==> src/rtl/snake_game_ctrl.sv <==
// snake_game_ctrl: game-flow controller producing move/food strobes, direction, score and state; optional pause via SNAKE_PAUSE_EN
module snake_game_ctrl #(
    parameter int TICK_W   = 26,
    parameter int BASE_DIV = 25000000,
    parameter int MIN_DIV  = 4000000,
    parameter int STEP_DIV = 1000000,
    parameter int S_LEN_W  = 6,
    parameter int SCORE_W  = 8
) (
    input  logic               clk,
    input  logic               rst,
    input  logic               btn_up,
    input  logic               btn_down,
    input  logic               btn_left,
    input  logic               btn_right,
    input  logic               btn_start,
    input  logic               eat,
    input  logic               col,
    input  logic [S_LEN_W-1:0] len,
    output logic               core_rst,
    output logic               mv,
    output logic [1:0]         dir,
    output logic               genf,
    output logic [1:0]         state,
    output logic [SCORE_W-1:0] score
);
    localparam int PW = TICK_W + S_LEN_W;

    typedef enum logic [1:0] {IDLE = 2'd0, PLAY = 2'd1, PAUSE = 2'd2, OVER = 2'd3} st_t;

    st_t               st;
    logic [4:0]        btn, prev, edg;
    logic [1:0]        pend, cand;
    logic [TICK_W-1:0] tick;
    logic [PW-1:0]     len_eff, red, period;
    logic              wrap, accept;

    assign state = st;
    assign btn   = {btn_start, btn_up, btn_down, btn_left, btn_right};
    assign edg   = btn & ~prev;

    // move period from snake length, clamped to MIN_DIV including subtraction underflow
    always_comb begin
        len_eff = (len < S_LEN_W'(3)) ? PW'(3) : PW'(len);
        red     = PW'(STEP_DIV) * (len_eff - PW'(3));
        period  = (red >= PW'(BASE_DIV) || PW'(BASE_DIV) - red < PW'(MIN_DIV)) ? PW'(MIN_DIV) : PW'(BASE_DIV) - red;
        wrap    = PW'(tick) >= period - PW'(1);
        cand    = edg[3] ? 2'b00 : edg[2] ? 2'b01 : edg[1] ? 2'b10 : 2'b11;
        accept  = (|edg[3:0]) && ((cand ^ dir) != 2'b01);
    end

    // game FSM with registered strobes, direction, score and tick counter
    always_ff @(posedge clk or negedge rst) begin
        if (!rst) begin
            st       <= IDLE;
            core_rst <= 1'b1;
            mv       <= 1'b0;
            dir      <= 2'b11;
            pend     <= 2'b11;
            genf     <= 1'b0;
            score    <= '0;
            tick     <= '0;
            prev     <= '0;
        end else begin
            prev <= btn;
            mv   <= 1'b0;
            genf <= 1'b0;
            case (st)
                IDLE: if (edg[4]) begin
                    st       <= PLAY;
                    core_rst <= 1'b0;
                    score    <= '0;
                    dir      <= 2'b11;
                    pend     <= 2'b11;
                    tick     <= '0;
                end
                PLAY: if (col) begin
                    st <= OVER;
                end else begin
                    tick <= wrap ? '0 : tick + 1'b1;
                    mv   <= wrap;
                    if (wrap) dir <= pend;
                    if (accept) pend <= cand;
                    if (eat) begin
                        genf <= 1'b1;
                        if (score != '1) score <= score + 1'b1;
                    end
`ifdef SNAKE_PAUSE_EN
                    if (edg[4]) st <= PAUSE;
`endif
                end
`ifdef SNAKE_PAUSE_EN
                PAUSE: if (edg[4]) st <= PLAY;
`endif
                OVER: if (edg[4]) begin
                    st       <= IDLE;
                    core_rst <= 1'b1;
                end
                default: ;
            endcase
        end
    end
endmodule

==> config.mk <==
export PLATFORM = sky130hd
export DESIGN_NAME = snake_game_ctrl
export DESIGN_NICKNAME = d
export VERILOG_FILES = /design/src/rtl/snake_game_ctrl.sv
export SDC_FILE = /design/constraint.sdc
export NUM_CORES = 1
export LEC_CHECK = 0
export BUFFER_PORTS_ARGS = -buffer_cell sky130_fd_sc_hd__buf_2
export CAP_MARGIN = 0
export CORE_MARGIN = 2
export CORE_UTILIZATION = 50
export DETAILED_ROUTE_END_ITERATION = 10
export PLACE_DENSITY = 0.74
export REMOVE_ABC_BUFFERS = 1
export SYNTH_ARGS = -nofsm -noshare
export SYNTH_HDL_FRONTEND = slang
export SYNTH_SLANG_ARGS = --single-unit
==> constraint.sdc <==
create_clock -name clk -period 3.4 [get_ports clk]
set_input_delay 0.17 -clock clk [delete_from_list [all_inputs] [get_ports clk]]
set_output_delay 0.17 -clock clk [all_outputs]
set_load 0.005 [all_outputs]
Word-level counts from Yosys, hierarchy flattened --
Cells that the tools add are included.
Storage, ports and cells: flip-flop bits (word level) 48, input bits 15, output and inout bits 15, word-level logic and storage cells 80
Cells by class: add/sub/neg operators 5, $mul 1, magnitude comparators 4, eq/ne operators 12, muxes and demuxes 33, bitwise operators 3, reductions and logical operators 13
Operators with widths (number):
- 26-bit two-way mux | 3
- 26-bit one-hot mux with 2 select lines | 1
- 26-bit by 32-bit greater-or-equal comparator with 1-bit output | 1
- 32-bit by 25-bit greater-or-equal comparator with 1-bit output, second input constant | 1
- 32-bit by 22-bit less-than comparator with 1-bit output, second input constant | 1
- 14-bit by 32-bit multiplier with 26-bit output, first input constant | 1
- 32-bit two-way mux | 1
- 8-bit two-way mux | 4
- 25-bit by 32-bit subtractor with 32-bit output, first input constant | 1
- 32-bit by 1-bit subtractor with 32-bit output, second input constant | 1
- 26-bit by 1-bit adder with 26-bit output, second input constant | 1
- 2-bit two-way mux | 10
- 2-bit != test, second input constant | 8
- 8-bit one-hot mux with 2 select lines | 1
- 4-bit AND reduction | 3
- 8-bit by 1-bit adder with 8-bit output, second input constant | 1
- 1-bit two-way mux | 8
- 8-bit != test, second input constant | 1
- 2-bit one-hot mux with 2 select lines | 2
- 6-bit by 2-bit subtractor with 7-bit output, second input constant | 1
- 6-bit by 2-bit less-than comparator with 1-bit output, second input constant | 1
- 6-bit two-way mux | 1
- 2-bit one-hot mux with 3 select lines | 1
- 3-bit AND reduction | 2
- 14 further kinds | 15

Depth between registers and ports, before layout --
Gate-level depths: netlist (run 1).
depth in word-level cells 13, mapped depth 50, gate-level depth less buffers 46

Least setup slack after synthesis (run 1) --
No wires, ideal clock.
path type input to register, from input len[5], to register tick[6], setup time 0.104 ns, arrival time 10.744 ns, data required time 3.296 ns, path slack -7.448 ns, cell stages on the path 47, path buffers 6, cell sequence nor4_1 or2_2 clkbuf_1 ha_1 nand2b_1 buf_2 clkinv_1 ha_1 fa_1 fa_1 fa_1 ha_1 inv_1 fa_1 inv_1 ha_1 clkbuf_1 a21oi_1 [11 not listed] nand2_1 nor2_1 nand3_1 xnor2_1 and3_1 ha_1 a21o_1 a21o_1 a21o_1 a21o_1 a21oi_1 o221ai_1 o21a_1 buf_6 nand2_4 nand2_2 buf_6 o311ai_1
On the way: longest elaborated chain between the ends 13, elaborated cells between the ends (all ways) 14, classes of those cells add/sub (3); mul (1); order compare (4); mux (5); reduce/logical (1)
RTL lines:
- from (decl) | line 19 | input logic [S_LEN_W-1:0] len,
- 6-bit by 2-bit less-than comparator with 1-bit output | line 44 | len_eff = (len < S_LEN_W'(3)) ? PW'(3) : PW'(len);
- 6-bit two-way mux * | line 44
- 6-bit by 2-bit subtractor with 7-bit output * | line 45 | red = PW'(STEP_DIV) * (len_eff - PW'(3));
- 14-bit by 32-bit multiplier with 26-bit output * | line 45
- 25-bit by 32-bit subtractor with 32-bit output | line 46 | period = (red >= PW'(BASE_DIV) || PW'(BASE_DIV) - red < PW'(MIN_DIV)) ? PW'(MIN_DIV) : PW'(BASE_DIV) - red;
- 32-bit by 22-bit less-than comparator with 1-bit output | line 46
- 1-bit logical OR | line 46
- 32-bit two-way mux * | line 46
- 32-bit by 1-bit subtractor with 32-bit output * | line 47 | wrap = PW'(tick) >= period - PW'(1);
- 26-bit by 32-bit greater-or-equal comparator with 1-bit output * | line 47
- 26-bit two-way mux * | line 80 | tick <= wrap ? '0 : tick + 1'b1;
- 26-bit two-way mux * | line 77 | PLAY: if (col) begin
- 26-bit one-hot mux with 2 select lines * | line 68 | case (st)
- to (signal assigned) | line 80
- to (decl) | line 34 | logic [TICK_W-1:0] tick;
Mark *: on every way between the ends. The rest lies on a longest branch, timed or not. The select of a mux whose other input is x is not followed. A chain may end at the register's enable or synchronous reset.

Worst setup path in the final report (run 1) --
from input len[3], to register tick[19]
Same word-level chain as after synthesis.

==> results of run 1 <==
worst min-delay path by stage:
stage          slack (ps)  endpoint  startpoint
2_1_floorplan        -130      genf         rst
3_3_place_gp          290   prev[1]    btn_left
3_5_place_dp          300   prev[3]      btn_up
4_1_cts                 5   prev[3]      btn_up
5_1_grt                 7   prev[3]      btn_up
6_report                6   prev[3]      btn_up
repair_timing:
| item | 4_1_cts | 5_1_grt |
|---|---|---|
| setup buffers | 12 | 16 |
| gates resized for setup | 82 | 70 |
| cloned | 1 | 1 |
| hold buffers | 0 | 1 |
| hold endpoints to repair | 0 | 1 |
| endpoints found under the setup margin | 29 | 29 |
| pin swaps | 81 | 51 |
cells in the final DEF (no fill, tap or decap), types with 13 or more instances in the layout:
cell,synthesis,layout
nand4_1,13,13
buf_4,0,195
nand2_1,76,69
nor2_1,55,49
xnor2_1,34,30
fa_1,30,30
o21ai_0,41,22
and3_1,22,21
inv_1,84,78
nand3_1,32,27
a21oi_1,44,34
o21ai_2,1,15
buf_2,4,27
ha_1,87,77
buf_6,3,15
a21o_1,21,21
dfrtp_1,43,43
xor2_1,26,23
sequential cells by signal, summed over array words and instances, names as in the netlist:
name and count:
core_rst 1, score 8, tick 26, dir 2, genf 1, state 2, pend 2, prev 5
mv 1
metal layers:
| metal | up-vias | GRT usage |
|---|---|---|
| met3 | 59 | 0.0263 |
| li1 | 3433 | - |
| met4 | 0 | 0.0575 |
| met2 | 280 | 0.459 |
| met5 | - | 0 |
| met1 | 3465 | 0.373 |
cell families (layout without fill, tap and decap cells):
kind of cell    after synthesis  in the layout  synth area share
compound gates              198            198             0.197
xor+xnor                     64             64            0.0856
fa+ha+maj                   117            117             0.245
buf+inv                     113            333            0.0657
flops                        48             48             0.175
mux                           9              9            0.0132
simple gates                288            289             0.218
worst register-to-register path, cell delays in order, from the launching register on:
cell and delay [ps]:
dfrtp_1 440, ha_1 250, and3_1 240, nand3_1 220, nor2_1 230, and3_1 270
and3_1 210, and3_1 220, and3_1 310, nand3_1 220, nor2_1 200, xnor2_1 160
o21ai_2 80
layout make-up:
class	count	area, sq um	share of cell area
clock inverters	2	35.0	0.00367
well taps	176	220	0.0231
multi-input cells	677	5820	0.609
flip-flops and latches	48	1210	0.126
clock buffers	6	129	0.0135
repair buffers	240	1820	0.190
inverters	85	319	0.0334
through the flow:
| step | area, sq um | hold WS [ps] | util | cells | setup slack [ps] |
|---|---|---|---|---|---|
| 2_1_floorplan | 6760 | -126 | - | 809 | -7930 |
| 3_3_place_gp | 8490 | 292 | 0.636 | 1196 | -6380 |
| 3_5_place_dp | 8490 | 297 | 0.636 | 1196 | -6690 |
| 4_1_cts | 9100 | 5.16 | 0.682 | 1217 | -5600 |
| 5_1_grt | 9550 | 7.49 | 0.715 | 1234 | -6320 |
| 6_report | 9550 | 5.98 | 0.715 | 1234 | -5980 |
==> results.py, run 1 <==
metrics = {
    "yosys": {
        "synth_top_area_share": 0.158,
        "yosysSeqAreaShare": 0.175,
        "synth_edf_count": 0,
        "yosys.area.top_type": "ha_1",
        "synth-main-ff-cell": "dfrtp_1",
        "synthArstFlopShare": 1.00,
        "synth-seq-cells": 48,
        "yosys_warnings": 0,
        "synth_commonest_cells": "ha_1 (87), inv_1 (84), nand2_1 (76), nor2_1 (55), a21oi_1 (44)",
        "syn_inst": 837,
        "syn_area_sq_mm": 0.00690,
        "synth.most_common_cell": "ha_1",
        "synth_area_leaders": "ha_1 (16%), dfrtp_1 (16%), fa_1 (8.7%), inv_1 (4.6%), xnor2_1 (4.3%)",
        "yosys.cell_types.count": 86,
        "synth_area_per_cell_sq_um": 8.24,
    },
    "timing": {
        "fin_crit_ps": 9380,
        "worstMarginPinSlew_ps": 1090,
        "setup_tns_ps": -170360,
        "setup_slack_ps": -5980,
        "post-route-period-util": 2.76,
        "setup_viol": 29,
        "fmax_mhz": 107,
        "skew_ps": 3.11,
        "slew-limit-headroom": 0.274,
        "maxSlewViolCount": 0,
        "rsz0062_at_grt": "true",
        "final-hold-violation-count": 0,
    },
    "critical_path": {
        "critPathKind": "in2reg",
        "worst-r2r-setup-slack_ps": 260,
        "crit_path_start_kind": "input pin",
        "worstPathArrival_ps": 9590,
        "cp-end-kind": "register",
        "crit_slowest_cell": "fa_1",
        "crit_buf_inv": 7,
        "crit_path_max_incr_delay_ps": 540,
        "cp_top_family": "adder cells",
        "setup.worst_path.end": "tick[19]",
        "rr_worst_depth": 12,
        "crit_start": "len[3]",
        "cp_common_cell": "fa_1",
        "reg2reg_to": "tick[24]",
        "path_depth": 45,
        "r2r_start": "tick[0]",
        "cp_max_fo": 8,
        "worstPathRequired_ps": 3600,
    },
    "finish": {
        "final.fill_count": 917,
        "layout.nets": 1189,
        "layout-drive-gt1-share": 0.346,
        "area_delta_synth_final_pct": 38.4,
        "diodes": 0,
    },
    "outcome": {
        "status": "finished with violations",
        "violations": "setup timing",
    },
    "min_path": {
        "hp-class": "in2reg",
        "hold_path_depth": 1,
    },
    "clock_network": {
        "clk_latency_ps": 280,
        "cts.htree.levels": 2,
        "clock_sinks": 48,
        "cts.clk_slew.worst_paths_ps": 60,
        "numCtsBuffers": 5,
        "cts_tree": "done",
        "clockRootBuffer": "clkbuf_16",
        "cts_buffer_depth": 2,
    },
    "detailed_routing": {
        "ant_nets": 0,
        "wl_met3_um": 1210,
        "firstDrtPassIters": 5,
        "drc": 0,
        "routed-wl-met2_um": 10200,
        "drt_iter0_markers": 643,
        "wl_per_cell_um": 17.2,
        "met1_length_um": 9270,
        "vias": 7237,
        "vias_per_cell": 5.86,
        "routed_wl_um": 21200,
        "top_layer": "met4",
    },
    "place": {
        "portBuffers": 29,
        "dp_hpwl_um": 14400,
        "gp_congestion": 0.932,
    },
    "die": {
        "row_count": 42,
        "die_x_um": 121,
        "ios": 30,
        "core_area_sq_mm": 0.0133,
        "initial_core_util": 0.517,
        "fp.dieH_um": 121,
        "die-area_sq_mm": 0.0147,
    },
    "grt": {
        "antenna_found_initial": 0,
        "grt_pass1_vias": 7020,
        "overflow": 0,
        "grt_usage": 0.270,
        "grt_pass1_wl_um": 32800,
        "grt_max_degree": 49,
    },
    "flow_run": {
        "maxCapViolCount": 0,
    },
}
Power of run 1 is not shown: default switching activity piles up to over one toggle a cycle in this logic, so the estimate is an artifact.
==> run 2, diff against run 1 <==
Settings changed: CTS_BUF_LIST set to sky130_fd_sc_hd__clkbuf_4 sky130_fd_sc_hd__clkbuf_8.
==> run 2 against run 1 <==
Routed wire length decreased by 5.1%. Sequential share of layout area up 0.21 points. Highest routed layer unchanged. Largest cell class unchanged. Critical path type unchanged. Critical endpoint is now tick[6]. Global-route usage barely moved. Die area unchanged. Final cell count is 0.32% lower. Setup slack improved by 90 ps. The run still ends with setup timing left. Clock-buffer cell count stayed put.
==> results.py, run 2 (synthesized netlist as in run 1, its figures left out) <==
metrics = {
    "clock_network": {
        "cts.htree.levels": 2,
        "cts.clk_slew.worst_paths_ps": 90,
        "clk_latency_ps": 300,
        "numCtsBuffers": 5,
        "clock_sinks": 48,
        "cts_buffer_depth": 2,
        "clockRootBuffer": "clkbuf_8",
        "cts_tree": "done",
    },
    "die": {
        "ios": 30,
        "die-area_sq_mm": 0.0147,
        "die_x_um": 121,
        "row_count": 42,
        "core_area_sq_mm": 0.0133,
        "fp.dieH_um": 121,
        "initial_core_util": 0.517,
    },
    "critical_path": {
        "cp_common_cell": "fa_1",
        "rr_worst_depth": 12,
        "crit_slowest_cell": "fa_1",
        "cp_top_family": "adder cells",
        "worstPathArrival_ps": 9490,
        "critPathKind": "in2reg",
        "worstPathRequired_ps": 3600,
        "crit_buf_inv": 10,
        "crit_path_start_kind": "input pin",
        "crit_path_max_incr_delay_ps": 530,
        "r2r_start": "tick[0]",
        "cp-end-kind": "register",
        "worst-r2r-setup-slack_ps": 410,
        "reg2reg_to": "tick[24]",
        "cp_max_fo": 8,
    },
    "timing": {
        "post-route-period-util": 2.73,
        "hold-worst-slack_ps": 54.8,
        "setup_slack_ps": -5890,
        "setup_viol": 29,
        "slew-limit-headroom": 0.297,
        "maxSlewViolCount": 0,
        "worstMarginPinSlew_ps": 1050,
        "skew_ps": 6.83,
        "fin_crit_ps": 9290,
        "fmax_mhz": 108,
        "final-hold-violation-count": 0,
        "rsz0062_at_grt": "true",
    },
    "grt": {
        "grt_pass1_wl_um": 32700,
        "grt_usage": 0.269,
        "grt_max_degree": 49,
        "antenna_found_initial": 0,
        "grt_pass1_vias": 6992,
        "overflow": 0,
    },
    "flow_run": {
        "maxCapViolCount": 0,
    },
    "detailed_routing": {
        "drc": 0,
        "ant_nets": 0,
        "wl_per_cell_um": 16.3,
        "vias_per_cell": 5.74,
        "drt_iter0_markers": 573,
        "firstDrtPassIters": 5,
        "vias": 7063,
        "routed_wl_um": 20100,
    },
    "finish": {
        "fin_util": 0.704,
        "final_cell_mix": "buf_4 (196), inv_1 (78), ha_1 (77)",
        "stdcell_area_sq_mm": 0.00939,
        "largest_reg_flops": 26,
        "diodes": 0,
        "top_regs": "tick (26), score (8), prev (5)",
        "layout.nets": 1185,
        "regMostFlops": "tick",
        "layout_commonest_cell": "buf_4",
        "layout-drive-gt1-share": 0.333,
        "area_delta_synth_final_pct": 36.2,
    },
    "place": {
        "gp_congestion": 0.932,
        "place_area_sq_mm": 0.00849,
        "portBuffers": 29,
        "dp_hpwl_um": 14400,
    },
    "min_path": {
        "hp-class": "in2async",
    },
    "outcome": {
        "status": "finished with violations",
        "violations": "setup timing",
    },
}
[run 2: changes by cell type in the layout (fill, tap and decap cells not counted), sizes merged]
cell,change
nand2,-1
dlygate4sd3,+4
buf,-7
[run 2: area by class of cell]
cell class / count / area (sq um)
fill: 970 / 3950
timing repair buffer: 237 / 1780
clock inverter: 2 / 35.0
multi-input combinational: 676 / 5760
inverter: 85 / 319
tap: 176 / 220
clock buffer: 6 / 76.3
sequential: 48 / 1210
[run 2: layer usage]
layer,routed length (um),track usage,up-vias
li1,-,-,3412
met1,9140,0.374,3414
met2,9760,0.456,202
met3,888,0.0277,35
met4,313,0.0560,0
met5,0,0,-
[run 2: worst max path at each step]
stage                       from       end  slack (ps)  cells after the start
after floorplan           len[5]   tick[5]       -7930                     44
after global placement    len[4]   tick[5]       -6380                     47
after detailed placement  len[4]  tick[10]       -6690                     45
after CTS                 len[2]  tick[11]       -5570                     50
after global routing      len[5]  tick[18]       -6290                     47
final                     len[5]   tick[6]       -5890                     47
[run 2: per-stage QoR]
stage | setup TNS (ps) | std cells | setup slack [ps]
after CTS | -158760 | 1222 | -5570
after global placement | -183560 | 1196 | -6380
after detailed placement | -191490 | 1196 | -6690
final | -168030 | 1230 | -5890
after global routing | -178500 | 1230 | -6290
after floorplan | -225180 | 809 | -7930
[run 2: what timing repair did]
item                       CTS  global route
resized for setup           81            58
hold endpoints to repair     5             0
cloned                       1             0
setup endpoints to repair   29            29
buffers inserted            12             9
pin swaps                   80            43
hold buffers                 5             0
Power of run 2 is left out for the same reason.
==> run 3, diff against run 2 <==
Settings changed: PLACE_DENSITY 0.74 to 0.76.
Clock period 3.4 ns to 8 ns, I/O delays scaled along.
==> run 3 against run 2 <==
The flow still finishes with violations (setup timing). Worst hold slack gained 150 ps. First-iteration DRC count shrank 2.6%. Critical endpoint is now tick[5]. Sequential share of layout area shrank 0.092 points. Register-to-register slack gained 4500 ps.
==> results.py, run 3 (synthesized netlist as in run 1, its figures left out) <==
metrics = {
    "detailed_routing": {
        "routed_wl_um": 20700,
        "firstDrtPassIters": 5,
        "drc": 0,
        "vias": 7172,
        "wl_per_cell_um": 17.0,
        "ant_nets": 0,
        "drt_iter0_markers": 558,
        "vias_per_cell": 5.88,
    },
    "critical_path": {
        "crit_slowest_cell": "fa_1",
        "worstPathArrival_ps": 9730,
        "worstPathRequired_ps": 8190,
        "setup.worst_path.end": "tick[5]",
        "crit_buf_inv": 13,
        "path_depth": 51,
        "crit_path_start_kind": "input pin",
        "cp_top_family": "adder cells",
        "cp_max_fo": 8,
        "cp-end-kind": "register",
        "worst-r2r-setup-slack_ps": 4940,
        "r2r_start": "tick[0]",
        "crit_start": "len[2]",
        "rr_worst_depth": 12,
        "crit_path_max_incr_delay_ps": 520,
        "critPathKind": "in2reg",
        "reg2reg_to": "tick[24]",
    },
    "finish": {
        "stdcell_area_sq_mm": 0.00946,
        "final_cells": 1220,
        "layout_commonest_cell": "buf_4",
        "largest_reg_flops": 26,
        "layout-drive-gt1-share": 0.358,
        "final_cell_mix": "buf_4 (183), ha_1 (76), inv_1 (73)",
        "top_regs": "tick (26), score (8), prev (5)",
        "diodes": 0,
        "multi_input_comb_area_sq_mm": 0.00589,
        "regArea_sq_mm": 0.00121,
        "regMostFlops": "tick",
        "final.fill_count": 905,
        "layout.nets": 1175,
        "area_delta_synth_final_pct": 37.2,
    },
    "die": {
        "ios": 30,
        "core_area_sq_mm": 0.0133,
        "initial_core_util": 0.517,
        "die_x_um": 121,
        "die-area_sq_mm": 0.0147,
        "row_count": 42,
        "fp.dieH_um": 121,
    },
    "place": {
        "portBuffers": 29,
        "gp_congestion": 0.950,
        "pre_cts_slack_ps": -2150,
        "place_inst": 1171,
        "place_area_sq_mm": 0.00831,
        "dp_hpwl_um": 13900,
    },
    "clock_network": {
        "cts_tree": "done",
        "clk_latency_ps": 310,
        "clockRootBuffer": "clkbuf_8",
        "cts.clk_slew.worst_paths_ps": 100,
        "cts.htree.levels": 2,
        "clock_sinks": 48,
        "cts_buffer_depth": 2,
        "numCtsBuffers": 5,
    },
    "timing": {
        "final-hold-violation-count": 0,
        "rsz0062_at_grt": "true",
        "setup_slack_ps": -1540,
        "skew_ps": 7.75,
        "post-route-period-util": 1.19,
        "slew-limit-headroom": 0.303,
        "worstMarginPinSlew_ps": 1050,
        "maxSlewViolCount": 0,
        "fmax_mhz": 105,
        "fin_crit_ps": 9540,
        "setup_viol": 29,
    },
    "grt": {
        "grt_max_degree": 49,
        "grt_pass1_wl_um": 32100,
        "antenna_found_initial": 0,
        "overflow": 0,
        "grt_pass1_vias": 6729,
        "grt_usage": 0.265,
    },
    "outcome": {
        "status": "finished with violations",
        "violations": "setup timing",
    },
    "flow_run": {
        "maxCapViolCount": 0,
    },
    "min_path": {
        "hp-class": "in2reg",
    },
}
==> run 3: how the worst min path moves through the flow <==
stage,from,endpoint,slack [ps],depth (start not counted)
6_report,btn_left,prev[1],210,1
5_1_grt,btn_right,prev[0],190,1
3_5_place_dp,pend[1],pend[1],500,2
3_3_place_gp,pend[1],pend[1],490,2
2_1_floorplan,rst,genf,100,0
4_1_cts,btn_up,prev[3],200,1
==> run 3: repair_timing <==
| item | in CTS | in global routing |
|---|---|---|
| cloned | 1 | 0 |
| pin swaps | 95 | 60 |
| resized for setup | 111 | 64 |
| buffers inserted | 26 | 17 |
| hold buffers | 0 | 0 |
| endpoints found under the setup margin | 29 | 29 |
==> run 3: per-layer routing <==
layer  global-route usage  vias up  part of all wire
li1                     -     3388                 -
met1                0.366     3449              0.44
met2                0.445      270              0.49
met3               0.0287       65             0.048
met4               0.0625        0             0.027
met5                    0        -                 0
==> run 3: area by class of cell <==
cell class,instances,area share
multi-input cells,676,0.623
repair buffers,227,0.182
flip-flops and latches,48,0.128
inverters,85,0.0339
well taps,176,0.0233
clock buffers,6,0.00873
clock inverters,2,0.00159
==> run 3: stage by stage <==
step,hold slack (ps),setup TNS [ps],utilization
3_3_place_gp,490,-53870,0.622
2_1_floorplan,104,-98450,-
5_1_grt,194,-47520,0.709
3_5_place_dp,498,-59640,0.622
4_1_cts,202,-27740,0.680
6_report,205,-40840,0.709
Power of run 3 is left out for the same reason.
